## src/rtl/geo_clip_sequencer.sv

```systemverilog
// geo_clip_sequencer: sequences one triangle at a time through the clipper and on to the rasteriser
//
// Ports:
//   clk_i, rst_ni                      clock, asynchronous active-low reset
//   tri_valid_i/tri_ready_o/tri_data_i vertex shader triangle handshake (12 components, v0.x at LSBs)
//   clip_start_o/clip_tri_o            one-cycle launch pulse and captured triangle for the clipper
//   clip_done_i/clip_num_tri_i         clipper completion pulse and result count (0..2, 3 is illegal)
//   clip_tri0_i/clip_tri1_i            clipper result triangles, sampled with clip_done_i
//   rast_valid_o/rast_ready_i          rasteriser handshake, valid never drops before acceptance
//   rast_tri_o/rast_last_o             triangle to rasteriser, last triangle from the current input
//   busy_o                             any state other than IDLE
//   cull_cnt_o                         fully culled triangles, saturating
//   out_cnt_o                          triangles delivered to the rasteriser, wrapping
//   err_o                              one-cycle pulse on illegal result count or watchdog expiry
//
// Configuration: define GEO_SEQ_TIMEOUT_EN to enable a watchdog that abandons the triangle after
// TIMEOUT_CYCLES cycles in WAIT without clip_done_i.
module geo_clip_sequencer #(
    parameter int VERTEX_WIDTH   = 32,
    parameter int CNT_WIDTH      = 16,
    parameter int TIMEOUT_CYCLES = 64
) (
    input  logic                       clk_i,
    input  logic                       rst_ni,
    input  logic                       tri_valid_i,
    output logic                       tri_ready_o,
    input  logic [12*VERTEX_WIDTH-1:0] tri_data_i,
    output logic                       clip_start_o,
    output logic [12*VERTEX_WIDTH-1:0] clip_tri_o,
    input  logic                       clip_done_i,
    input  logic [1:0]                 clip_num_tri_i,
    input  logic [12*VERTEX_WIDTH-1:0] clip_tri0_i,
    input  logic [12*VERTEX_WIDTH-1:0] clip_tri1_i,
    output logic                       rast_valid_o,
    input  logic                       rast_ready_i,
    output logic [12*VERTEX_WIDTH-1:0] rast_tri_o,
    output logic                       rast_last_o,
    output logic                       busy_o,
    output logic [CNT_WIDTH-1:0]       cull_cnt_o,
    output logic [CNT_WIDTH-1:0]       out_cnt_o,
    output logic                       err_o
);
    localparam int TW = 12 * VERTEX_WIDTH;

    typedef enum logic [2:0] {S_IDLE, S_LAUNCH, S_WAIT, S_EMIT0, S_EMIT1} state_e;

    state_e               state_q, state_d;
    logic [TW-1:0]        clip_tri_q, tri0_q, tri1_q;
    logic                 single_q;
    logic [CNT_WIDTH-1:0] cull_q, out_q;
    logic                 done_w, hs_w, timeout_w;

    // A done pulse only counts in WAIT, so one arriving during LAUNCH (or late, in IDLE) is ignored.
    assign done_w = (state_q == S_WAIT) && clip_done_i;
    assign hs_w   = ((state_q == S_EMIT0) || (state_q == S_EMIT1)) && rast_ready_i;

`ifdef GEO_SEQ_TIMEOUT_EN
    localparam int TCW = $clog2(TIMEOUT_CYCLES + 1);
    localparam logic [TCW-1:0] TO_LAST = TCW'(TIMEOUT_CYCLES - 1);

    logic [TCW-1:0] wait_cnt_q;

    // Held at zero outside WAIT, so it counts from zero on every WAIT entry.
    always_ff @(posedge clk_i or negedge rst_ni) begin
        if (!rst_ni)
            wait_cnt_q <= '0;
        else
            wait_cnt_q <= (state_q == S_WAIT) ? wait_cnt_q + TCW'(1) : '0;
    end

    assign timeout_w = (state_q == S_WAIT) && !clip_done_i && (wait_cnt_q == TO_LAST);
`else
    // No watchdog: WAIT lasts until the clipper answers; the term is constant false for legal parameters.
    assign timeout_w = (TIMEOUT_CYCLES < 0);
`endif

    always_ff @(posedge clk_i or negedge rst_ni) begin
        if (!rst_ni)
            state_q <= S_IDLE;
        else
            state_q <= state_d;
    end

    always_comb begin
        state_d = state_q;
        unique case (state_q)
            S_IDLE:   state_d = tri_valid_i ? S_LAUNCH : S_IDLE;
            S_LAUNCH: state_d = S_WAIT;
            S_WAIT:   state_d = done_w ? ((clip_num_tri_i == 2'd1 || clip_num_tri_i == 2'd2) ? S_EMIT0 : S_IDLE)
                                       : (timeout_w ? S_IDLE : S_WAIT);
            S_EMIT0:  state_d = rast_ready_i ? (single_q ? S_IDLE : S_EMIT1) : S_EMIT0;
            S_EMIT1:  state_d = rast_ready_i ? S_IDLE : S_EMIT1;
            default:  state_d = S_IDLE;
        endcase
    end

    always_comb begin
        tri_ready_o  = rst_ni && (state_q == S_IDLE);
        clip_start_o = state_q == S_LAUNCH;
        busy_o       = state_q != S_IDLE;
        rast_valid_o = (state_q == S_EMIT0) || (state_q == S_EMIT1);
        rast_last_o  = (state_q == S_EMIT1) || ((state_q == S_EMIT0) && single_q);
        rast_tri_o   = (state_q == S_EMIT1) ? tri1_q : tri0_q;
        err_o        = (done_w && clip_num_tri_i == 2'd3) || timeout_w;
    end

    always_ff @(posedge clk_i or negedge rst_ni) begin
        if (!rst_ni) begin
            clip_tri_q <= '0;
            tri0_q     <= '0;
            tri1_q     <= '0;
            single_q   <= 1'b0;
            cull_q     <= '0;
            out_q      <= '0;
        end else begin
            if ((state_q == S_IDLE) && tri_valid_i)
                clip_tri_q <= tri_data_i;
            if (done_w) begin
                tri0_q   <= clip_tri0_i;
                tri1_q   <= clip_tri1_i;
                single_q <= clip_num_tri_i == 2'd1;
            end
            if (done_w && clip_num_tri_i == 2'd0 && cull_q != '1)
                cull_q <= cull_q + CNT_WIDTH'(1);
            if (hs_w)
                out_q <= out_q + CNT_WIDTH'(1);
        end
    end

    assign clip_tri_o = clip_tri_q;
    assign cull_cnt_o = cull_q;
    assign out_cnt_o  = out_q;

endmodule

```

## config.mk

```make
export PLATFORM = sky130hd
export DESIGN_NAME = geo_clip_sequencer
export DESIGN_NICKNAME = d
export VERILOG_FILES = /design/src/rtl/geo_clip_sequencer.sv
export SDC_FILE = /design/constraint.sdc
export NUM_CORES = 2
export LEC_CHECK = 0
export BUFFER_PORTS_ARGS = -buffer_cell sky130_fd_sc_hd__buf_2
export CORE_AREA = 2 2 759 761
export DETAILED_ROUTE_END_ITERATION = 6
export DIE_AREA = 0 0 761 763
export PLACE_DENSITY = 0.33
export SLEW_MARGIN = 20
export SYNTH_ARGS = -nofsm -noshare
export SYNTH_HDL_FRONTEND = slang
export SYNTH_SLANG_ARGS = --single-unit
```

## constraint.sdc

```tcl
create_clock -name clk_i -period 5.6 [get_ports clk_i]
set_clock_uncertainty 0.05 [all_clocks]
set_input_delay 0.56 -clock clk_i [delete_from_list [all_inputs] [get_ports clk_i]]
set_output_delay 0.56 -clock clk_i [all_outputs]
set_load 0.01 [all_outputs]
```

==> metrics.csv <==
metric,value,unit
die_area,581000,um2
p_per_area,562,nW/um2
relSlewSlack,21.9,%
rsz0062_at_grt,false,
clkPwrFrac,23.2,%
post-cts-setup-buffers,0,
cts-htree-levels,4,
p_comb_share,41.0,%
cp_num_buf_inv,3,
p_sw,20.6,mW
switching_share,43.0,%
critical_path_class,reg2out,
setup_viol,0,
max_cap_viol_count,0,
synth_nets,5000,
clk_latency,0.88,ns
totalWireLength,408,mm
grt-ovfl-total,0,
place.gp.congestion,0.927,
fmax,0.201,GHz
yosys-top-cells-area,"dfrtp_1 (60%), mux2_2 (26%), nand2_1 (8.9%)",
placement.io_buffers,1964,
synth_top_cell_area_share,60.3,%
finalSetupTns,0,ns
ir_worst_vdd,0.000286,V
drt_iter0_markers,2498,
synth_most_common_cell,dfrtp_1,
cts_buffer_depth,4,
row_count,278,
synthesis.area,49300,um2
synth_edf_count,0,
grt_pass1_wl,516,mm
post-synth-top-area-cell,dfrtp_1,
slowest_stage,nand2_1,
ys_ff_latch,1188,
synthCells,3836,
arrival,4.35,ns
hpwl,346,mm
numCtsBuffers,166,
hold_viol,0,
wl_per_cell,27.7,um
p_leak,38.0,nW
worst_slew_pin_slew,1.17,ns
start_util,8.62,%
via_per_inst,3.02,
cts_num_sinks,1188,
seqPwrFrac,35.8,%
crit_family,simple AND/OR/NAND/NOR gates,
ys_seq_area_share,60.3,%
route.detailed.drc,0,
synth_top_flop_cell,dfrtp_1,
max_stage_delay,0.69,ns
synth_area_per_cell,12.9,um2
netlist_top_cells_count,"dfrtp_1 (1188), nand2_1 (1164), mux2_2 (1146)",
fin_cells,14736,
slew_violations,0,
dp.cells,13221,
outcome,"finished, final reports clean",
die_width,761,um
critPathMostFrequentCell,nand2_1,
first_pass_iters,5,
antenna_found_initial,204,
area_growth,73.3,%
drive_gt1_share,48.8,%
fp.dieH,763,um
route.vias.total,44504,
worstHoldPathType,in2async,
synth_warnings,0,
grt_start_max_net_pins,144,
first_global_vias,47130,
min_period_over_period,88.7,%
async_flop_share,100,%
clkSlewWorstSetupHoldPaths,0.06,ns
end_kind,output port,
p_int,27.4,mW
ys_types,36,
cp_max_fo,99,
core_area,572000,um2
fin_crit,4.96,ns
root_buffer,clkbuf_16,
cp_data_required_time,4.99,ns
drtAntennaViolNets,0,
grtUsageTotal,13.5,%
path_cells,"or3b_4, buf_12, buf_16, nand2_1, nand2_1, buf_2",
start_kind,register,
io_pins,1965,
fin_nets,8151,
cts_tree,built,
flip-flops by register name, summed over array words and instances, names as in the netlist:
name and cells:
clip_tri_o 384, cull_cnt_o 16, out_cnt_o 16, single_q 1
state_q 3, tri0_q 384, tri1_q 384
stage by stage:
step                      hold WS, ns  instance area, um2  util, %  worst slack [ns]  power (mW)
after floorplan                 0.214               49300        -              3.42        24.0
after global placement          0.410               68100     11.9              1.34        37.0
after detailed placement        0.414               68100     11.9              1.57        37.0
after CTS                       0.101               85200     14.9             0.490        49.4
after global routing            0.158               85400     14.9             0.481        50.8
final                           0.213               85400     14.9             0.636        48.1
per-layer routing:
| layer | vias up | GRT usage, % | share of wire (%) |
|---|---|---|---|
| met1 | 22560 | 16.8 | 42 |
| met3 | 535 | 4.01 | 7.9 |
| met4 | 50 | 4.00 | 3.5 |
| met2 | 2043 | 22.4 | 47 |
| met5 | - | 0 | 0.081 |
| li1 | 19316 | - | - |
final timing paths:
kind / end / slack, ns / cells past startpoint / start
worst max register to register: clip_tri_o[118]$_DFFE_PN0N_ / 2.44 / 6 / state_q[1]$_DFF_PN0_
worst min-delay path: clip_tri_o[48]$_DFFE_PN0N_ / 0.21 / 2 / rst_ni
worst min register to register: out_cnt_o[15]$_DFFE_PN0P_ / 0.42 / 1 / out_cnt_o[15]$_DFFE_PN0P_
max in group asynchronous: tri0_q[323]$_DFFE_PN0P_ / 3.22 / 4 / rst_ni
min in group clk_i: state_q[0]$_DFF_PN0_ / 0.30 / 5 / clip_num_tri_i[1]
worst max-delay path: rast_tri_o[299] / 0.64 / 6 / state_q[1]$_DFF_PN0_
power by group through the flow:
| stage | Sequential [mW] | Clock (mW) | Combinational, mW |
|---|---|---|---|
| final | 17.2 | 11.1 | 19.7 |
| after global routing | 17.7 | 11.9 | 21.2 |
| after CTS | 17.3 | 11.6 | 20.5 |
| after detailed placement | 17.4 | 0 | 19.6 |
| after global placement | 17.4 | 0 | 19.6 |
| after floorplan | 15.4 | 0 | 8.53 |
repair_timing:
item / CTS / global route
gates resized for setup: 0 / 0
hold buffers: 1157 / 0
endpoints found under the hold margin: 1203 / 0
endpoints found under the setup margin: 0 / 0
logic make-up (layout without fill, tap and decap cells):
family	after synthesis	after routing	synth area share, %
and+or+nand+nor	1226	1226	9.67
buffers and inverters	224	3498	2.76
muxes	1155	1155	26.4
DFF	1188	1188	60.3
adders and majority gates	5	5	0.127
xor gates and xnor gates	29	29	0.515
other	0	66	0
AOI/OAI and AO/OA	9	9	0.175
worst register-to-register path, delay by kind of cell, from the launching register on:
family                 cells  cell delay (ns)
DFF                        1             0.49
and+or+nand+nor            2             0.87
muxes                      1             0.51
buffers and inverters      3             1.10
final cells by class:
type | instances | area [um2]
diodes | 66 | 165
inverters | 6 | 22.5
flip-flops and latches | 1188 | 29700
fillers | 64706 | 487000
clock buffers | 242 | 4910
multi-input cells | 2424 | 18200
well taps | 7560 | 9460
repair buffers | 3201 | 22300
clock inverters | 49 | 634
layout by cell type, fill, tap and decap left out, drive strengths merged, types with 8 or more instances in the layout:
cell type and instances:
diode 66, xor2 16, clkbuf 242, inv 14, nand3 17, dfrtp 1188, nor3 8, xnor2 13
nand2 1165, mux2 1155, clkinv 26, buf 2044, dlygate4sd3 1157, bufinv 10
No activity file was read; power rests on OpenSTA's default activity.
